==> config.mk <==
export PLATFORM = sky130hd
export DESIGN_NAME = led_pattern_gen
export DESIGN_NICKNAME = d
export VERILOG_FILES = /design/src/rtl/led_pattern_gen.sv
export SDC_FILE = /design/constraint.sdc
export NUM_CORES = 1
export LEC_CHECK = 0
export BUFFER_PORTS_ARGS = -buffer_cell sky130_fd_sc_hd__buf_2
export CORE_ASPECT_RATIO = 0.8
export CORE_MARGIN = 3
export CORE_UTILIZATION = 55
export CTS_CLUSTER_DIAMETER = 40
export DETAILED_ROUTE_END_ITERATION = 7
export MAX_ROUTING_LAYER = met4
export PLACE_DENSITY = 0.83
export SYNTH_ARGS = -nofsm -noshare
export SYNTH_HDL_FRONTEND = slang
export SYNTH_SLANG_ARGS = --single-unit
==> constraint.sdc <==
create_clock -name CLK -period 1.9 [get_ports CLK]
set_input_delay 0.095 -clock CLK [delete_from_list [all_inputs] [get_ports CLK]]
set_output_delay 0.095 -clock CLK [all_outputs]
set_load 0.005 [all_outputs]
==> src/rtl/led_pattern_gen.sv <==
// LED pattern generator: one-hot SW selects static/rotate/alternate/bounce patterns, SPEED scales the tick rate.
// Optional define SW_SYNC_EN inserts a 2-flop synchroniser on SW ahead of the mode decode.
module led_pattern_gen #(
    parameter int LED_W    = 8,
    parameter int DIV_W    = 24,
    parameter int TICK_DIV = 2**24
) (
    input  logic             CLK,
    input  logic             RST_N,
    input  logic [4:0]       SW,
    input  logic [1:0]       SPEED,
    output logic [LED_W-1:0] LED,
    output logic             TICK
);

    typedef enum logic [2:0] {
        M_IDLE,
        M_STATIC,
        M_ROTL,
        M_ROTR,
        M_ALT,
        M_BOUNCE
    } mode_t;

    localparam logic [DIV_W:0] TD = (DIV_W+1)'(TICK_DIV);

    logic [4:0]       w_sw;
    mode_t            w_mode_dec;
    logic [LED_W-1:0] w_alt_seed;
    logic [LED_W-1:0] w_seed;
    logic [DIV_W:0]   w_last;
    logic             w_wrap;

    mode_t            r_mode;
    logic [DIV_W-1:0] r_count;
    logic [LED_W-1:0] r_pat;
    logic             r_dir;
    logic [LED_W-1:0] r_led;
    logic             r_tick;

    mode_t            w_mode_next;
    logic [DIV_W-1:0] w_count_next;
    logic [LED_W-1:0] w_pat_next;
    logic             w_dir_next;
    logic [LED_W-1:0] w_led_next;
    logic             w_tick_next;

`ifdef SW_SYNC_EN
    logic [4:0] r_sw_meta;
    logic [4:0] r_sw_sync;

    always_ff @(posedge CLK or negedge RST_N) begin
        if (!RST_N) begin
            r_sw_meta <= '0;
            r_sw_sync <= '0;
        end else begin
            r_sw_meta <= SW;
            r_sw_sync <= r_sw_meta;
        end
    end

    assign w_sw = r_sw_sync;
`else
    assign w_sw = SW;
`endif

    always_comb begin
        case (w_sw)
            5'b00001: w_mode_dec = M_STATIC;
            5'b00010: w_mode_dec = M_ROTL;
            5'b00100: w_mode_dec = M_ROTR;
            5'b01000: w_mode_dec = M_ALT;
            5'b10000: w_mode_dec = M_BOUNCE;
            default:  w_mode_dec = M_IDLE;
        endcase
    end

    generate
        for (genvar gi = 0; gi < LED_W; gi++) begin : g_alt_seed
            assign w_alt_seed[gi] = ((gi % 2) == 0);
        end
    endgenerate

    always_comb begin
        case (w_mode_dec)
            M_IDLE:  w_seed = '0;
            M_ALT:   w_seed = w_alt_seed;
            default: w_seed = LED_W'(1);
        endcase
    end

    // Wrapping on >= rather than == lets a faster SPEED take effect immediately.
    assign w_last = (TD >> SPEED) - (DIV_W+1)'(1);
    assign w_wrap = ({1'b0, r_count} >= w_last);

    always_comb begin
        w_mode_next  = r_mode;
        w_count_next = r_count;
        w_pat_next   = r_pat;
        w_dir_next   = r_dir;
        w_led_next   = r_led;
        w_tick_next  = 1'b0;
        if (w_mode_dec != r_mode) begin
            w_mode_next  = w_mode_dec;
            w_count_next = '0;
            w_pat_next   = w_seed;
            w_dir_next   = 1'b0;
            w_led_next   = '0;
        end else if (r_mode == M_IDLE) begin
            w_count_next = '0;
            w_pat_next   = '0;
            w_led_next   = '0;
        end else begin
            if (r_count == '0) begin
                w_led_next  = r_pat;
                w_tick_next = 1'b1;
                case (r_mode)
                    M_ROTL: w_pat_next = {r_pat[LED_W-2:0], r_pat[LED_W-1]};
                    M_ROTR, M_ALT: w_pat_next = {r_pat[0], r_pat[LED_W-1:1]};
                    M_BOUNCE: begin
                        // r_dir: 0 = moving toward MSB, 1 = moving toward LSB
                        if (!r_dir && r_pat[LED_W-1]) begin
                            w_dir_next = 1'b1;
                            w_pat_next = r_pat >> 1;
                        end else if (r_dir && r_pat[0]) begin
                            w_dir_next = 1'b0;
                            w_pat_next = r_pat << 1;
                        end else begin
                            w_pat_next = r_dir ? (r_pat >> 1) : (r_pat << 1);
                        end
                    end
                    default: w_pat_next = r_pat;
                endcase
            end
            w_count_next = w_wrap ? '0 : r_count + DIV_W'(1);
        end
    end

    always_ff @(posedge CLK or negedge RST_N) begin
        if (!RST_N) begin
            r_mode  <= M_IDLE;
            r_count <= '0;
            r_pat   <= '0;
            r_dir   <= 1'b0;
            r_led   <= '0;
            r_tick  <= 1'b0;
        end else begin
            r_mode  <= w_mode_next;
            r_count <= w_count_next;
            r_pat   <= w_pat_next;
            r_dir   <= w_dir_next;
            r_led   <= w_led_next;
            r_tick  <= w_tick_next;
        end
    end

    assign LED  = r_led;
    assign TICK = r_tick;

endmodule
==> flow_summary.json <==
{
  "cpPeakStageDelay_ns": 0.43,
  "clockPowerShare_pct": 31.6,
  "clk_pin_slew_worst_paths_ns": 0.09,
  "ys_async_sr_fraction_pct": 100,
  "mostFrequentLayoutCell": "nor2_1",
  "dp_hpwl_um": 5370,
  "critPathLaunchType": "flip-flop",
  "final_antenna_net_count": 0,
  "critPathArrivalTime_ns": 2.05,
  "slowest_stage": "dfrtp_1",
  "relSlewSlack_pct": 72.1,
  "rr_endpoint": "r_pat[3]",
  "layout_worst_path_cycle_share_pct": 98.5,
  "net-switching-power_mw": 0.527,
  "avgSynthCellArea_um2": 8.74,
  "rr_worst_depth": 6,
  "synth_top_flop_cell": "dfrtp_1",
  "r2r_slack_ns": 0.03,
  "grt_use_total_pct": 26.1,
  "drv_cap": 0,
  "postLayoutCellArea_mm2": 0.00343,
  "chipWidth_um": 86.2,
  "syn_nets": 338,
  "endpoint": "r_pat[3]",
  "cts.sinks": 45,
  "syn_inst": 324,
  "grt_max_degree": 34,
  "numPortBuffers": 17,
  "via_count": 2702,
  "grt_pass1_wl_um": 12400,
  "crit_path_end_kind": "flip-flop",
  "cts.path.max_buffers": 2,
  "syn_area_mm2": 0.00283,
  "startpoint": "r_count[7]",
  "drcViolationCount": 0,
  "dr.pass1.iters": 5,
  "cp.required_ns": 2.08,
  "synth_edf_count": 0,
  "report.final.slew_viol_count": 0,
  "finalPower_mw": 1.89,
  "rsz0062_at_grt": "true",
  "grt-ovfl-total": 0,
  "crit_fanout": 5,
  "crit_type": "reg -> reg",
  "cts-root-buf": "clkbuf_8",
  "path_cells": "nor4_1 -> nand4_1 -> nor2_4 -> buf_4 -> o22ai_2 -> a22o_1",
  "num_rows": 22,
  "syn_to_final_growth_pct": 21.1,
  "cts_buffers": 5,
  "pwr-share-seq_pct": 52.5,
  "internal_power_mw": 1.36,
  "cts_max_level": 2,
  "setup_viol": 0,
  "ir_drop_mv": 0.459,
  "power_density_mw_per_mm2": 552,
  "hold-worst-slack_ns": 0.0751,
  "place_area_mm2": 0.00325,
  "cp_num_buf_inv": 1,
  "antenna_found_initial": 0,
  "synth_cell_types": 56,
  "clk_latency_ns": 0.30,
  "path_delay_family": "simple AND/OR/NAND/NOR gates",
  "antennaDiodeCount": 0,
  "skew_ns": 0.00993,
  "timing.rr.start": "r_count[7]",
  "layout_common_cells": "nor2_1, dfrtp_1, buf_4",
  "path_depth": 6,
  "dp_slack_ns": -0.110,
  "start_util_pct": 59.5,
  "core_area_mm2": 0.00476,
  "p_leak_nw": 1.54,
  "nets": 392,
  "post_drt_via_cell_ratio": 6.15,
  "io_pins": 18,
  "wirelength_um": 7340,
  "grt_pass1_vias": 2540,
  "status": "complete, no violations",
  "dieArea_mm2": 0.00605,
  "chipHeight_um": 70.2,
  "dr.first_iter.drc_count": 369,
  "layout-drive-gt1-share_pct": 24.0,
  "wire_per_inst_um": 16.7,
  "worstMarginPinSlew_ns": 0.418,
  "hold_viol_final": 0,
  "yosys_warnings": 0,
  "timing.fmax_mhz": 534,
  "period_minus_slack_ns": 1.87,
  "ys_ff_latch": 45,
  "p_sw_share_pct": 27.9,
  "ys_seq_area_share_pct": 39.8,
  "layout_setup_ws_ns": 0.0287,
  "routabilityCongestion": 0.933,
  "hold_class": "in -> reg",
  "comb_power_share_pct": 15.9,
  "cts_tree": "built"
}
## metrics by stage
step | setup TNS, ns | instances | util [%]
2_1_floorplan | 0 | 324 | -
3_3_place_gp | -0.0850 | 427 | 68.3
3_5_place_dp | -0.888 | 427 | 68.3
4_1_cts | 0 | 438 | 71.0
5_1_grt | -0.150 | 439 | 72.0
6_report | 0 | 439 | 72.0
## Yosys cell counts (6+ instances only)
| cell type | number | area share (%) |
|---|---|---|
| xor2_1 | 7 | 2.2 |
| nand2_1 | 14 | 1.9 |
| inv_1 | 10 | 1.3 |
| mux2i_1 | 10 | 3.5 |
| a21oi_1 | 24 | 4.2 |
| nor2_1 | 52 | 6.9 |
| nor3_1 | 9 | 1.6 |
| xnor2_1 | 9 | 2.8 |
| nand4_1 | 8 | 1.8 |
| nor2b_1 | 6 | 1.3 |
| dfrtp_1 | 45 | 40 |
| nand3_1 | 19 | 3.4 |
| clkbuf_1 | 11 | 1.5 |
| o21ai_0 | 19 | 3.4 |
## per-layer routing
| layer | up-vias | share of wire (%) | global-route usage (%) |
|---|---|---|---|
| li1 | 1284 | - | - |
| met1 | 1291 | 46 | 38.7 |
| met2 | 121 | 45 | 38.6 |
| met3 | 6 | 7.9 | 3.89 |
| met4 | 0 | 0.53 | 3.81 |
| met5 | - | 0 | - |
## worst register-to-register path, cell delays in order, from the launching register on
cell and delay [ns]:
dfrtp_1 0.43, nor4_1 0.32, nand4_1 0.25, nor2_4 0.21, buf_4 0.15, o22ai_2 0.12, a22o_1 0.28
## power groups by stage
| stage | sequential (mW) | clock [mW] | combinational, mW |
|---|---|---|---|
| final | 0.992 | 0.598 | 0.301 |
| after global routing | 0.994 | 0.641 | 0.331 |
| after CTS | 0.991 | 0.604 | 0.291 |
| after detailed placement | 1.01 | 0 | 0.280 |
| after global placement | 1.01 | 0 | 0.270 |
| after floorplan | 1.01 | 0 | 0.166 |
## cell families (layout without fill, tap and decap cells)
| kind of cell | Yosys count | count (layout) | synth area share [%] |
|---|---|---|---|
| and+or+nand+nor | 142 | 142 | 26.1 |
| AOI/OAI and AO/OA | 79 | 79 | 18.8 |
| DFF | 45 | 45 | 39.8 |
| buffers and inverters | 25 | 80 | 3.71 |
| xor gates and xnor gates | 16 | 16 | 4.95 |
| muxes | 12 | 12 | 4.46 |
| adders and majority gates | 5 | 5 | 2.21 |
## sequential cells by signal, summed over array words and instances, names as in the netlist
name / flops
r_pat: 8
r_dir: 1
r_mode: 3
r_count: 24
TICK: 1
LED: 8
## area by class of cell
cell class | count | area [µm²]
Multi-Input combinational cell | 254 | 1660
Fill cell | 355 | 1330
Sequential cell | 45 | 1130
Timing Repair Buffer | 62 | 442
Tap cell | 60 | 75.1
Clock buffer | 6 | 72.6
Inverter | 10 | 37.5
Clock inverter | 2 | 15.0
## repair_timing
action	4_1_cts	5_1_grt
buffers inserted	2	1
pin swaps	4	3
resized for setup	5	11
hold buffers	1	0
setup endpoints to repair	12	31
endpoints found under the hold margin	12	0
## worst min path at each step
stage	from	to	slack (ns)	cells past startpoint
floorplan	RST_N	LED[0]	-0.20	0
global placement	RST_N	r_count[20]	0.01	1
detailed placement	RST_N	r_count[20]	0.02	1
CTS	SW[3]	r_mode[1]	0.07	3
global route	SW[3]	r_mode[1]	0.08	3
finish	SW[3]	r_mode[1]	0.08	3
No activity file was read; power rests on OpenSTA's default activity.
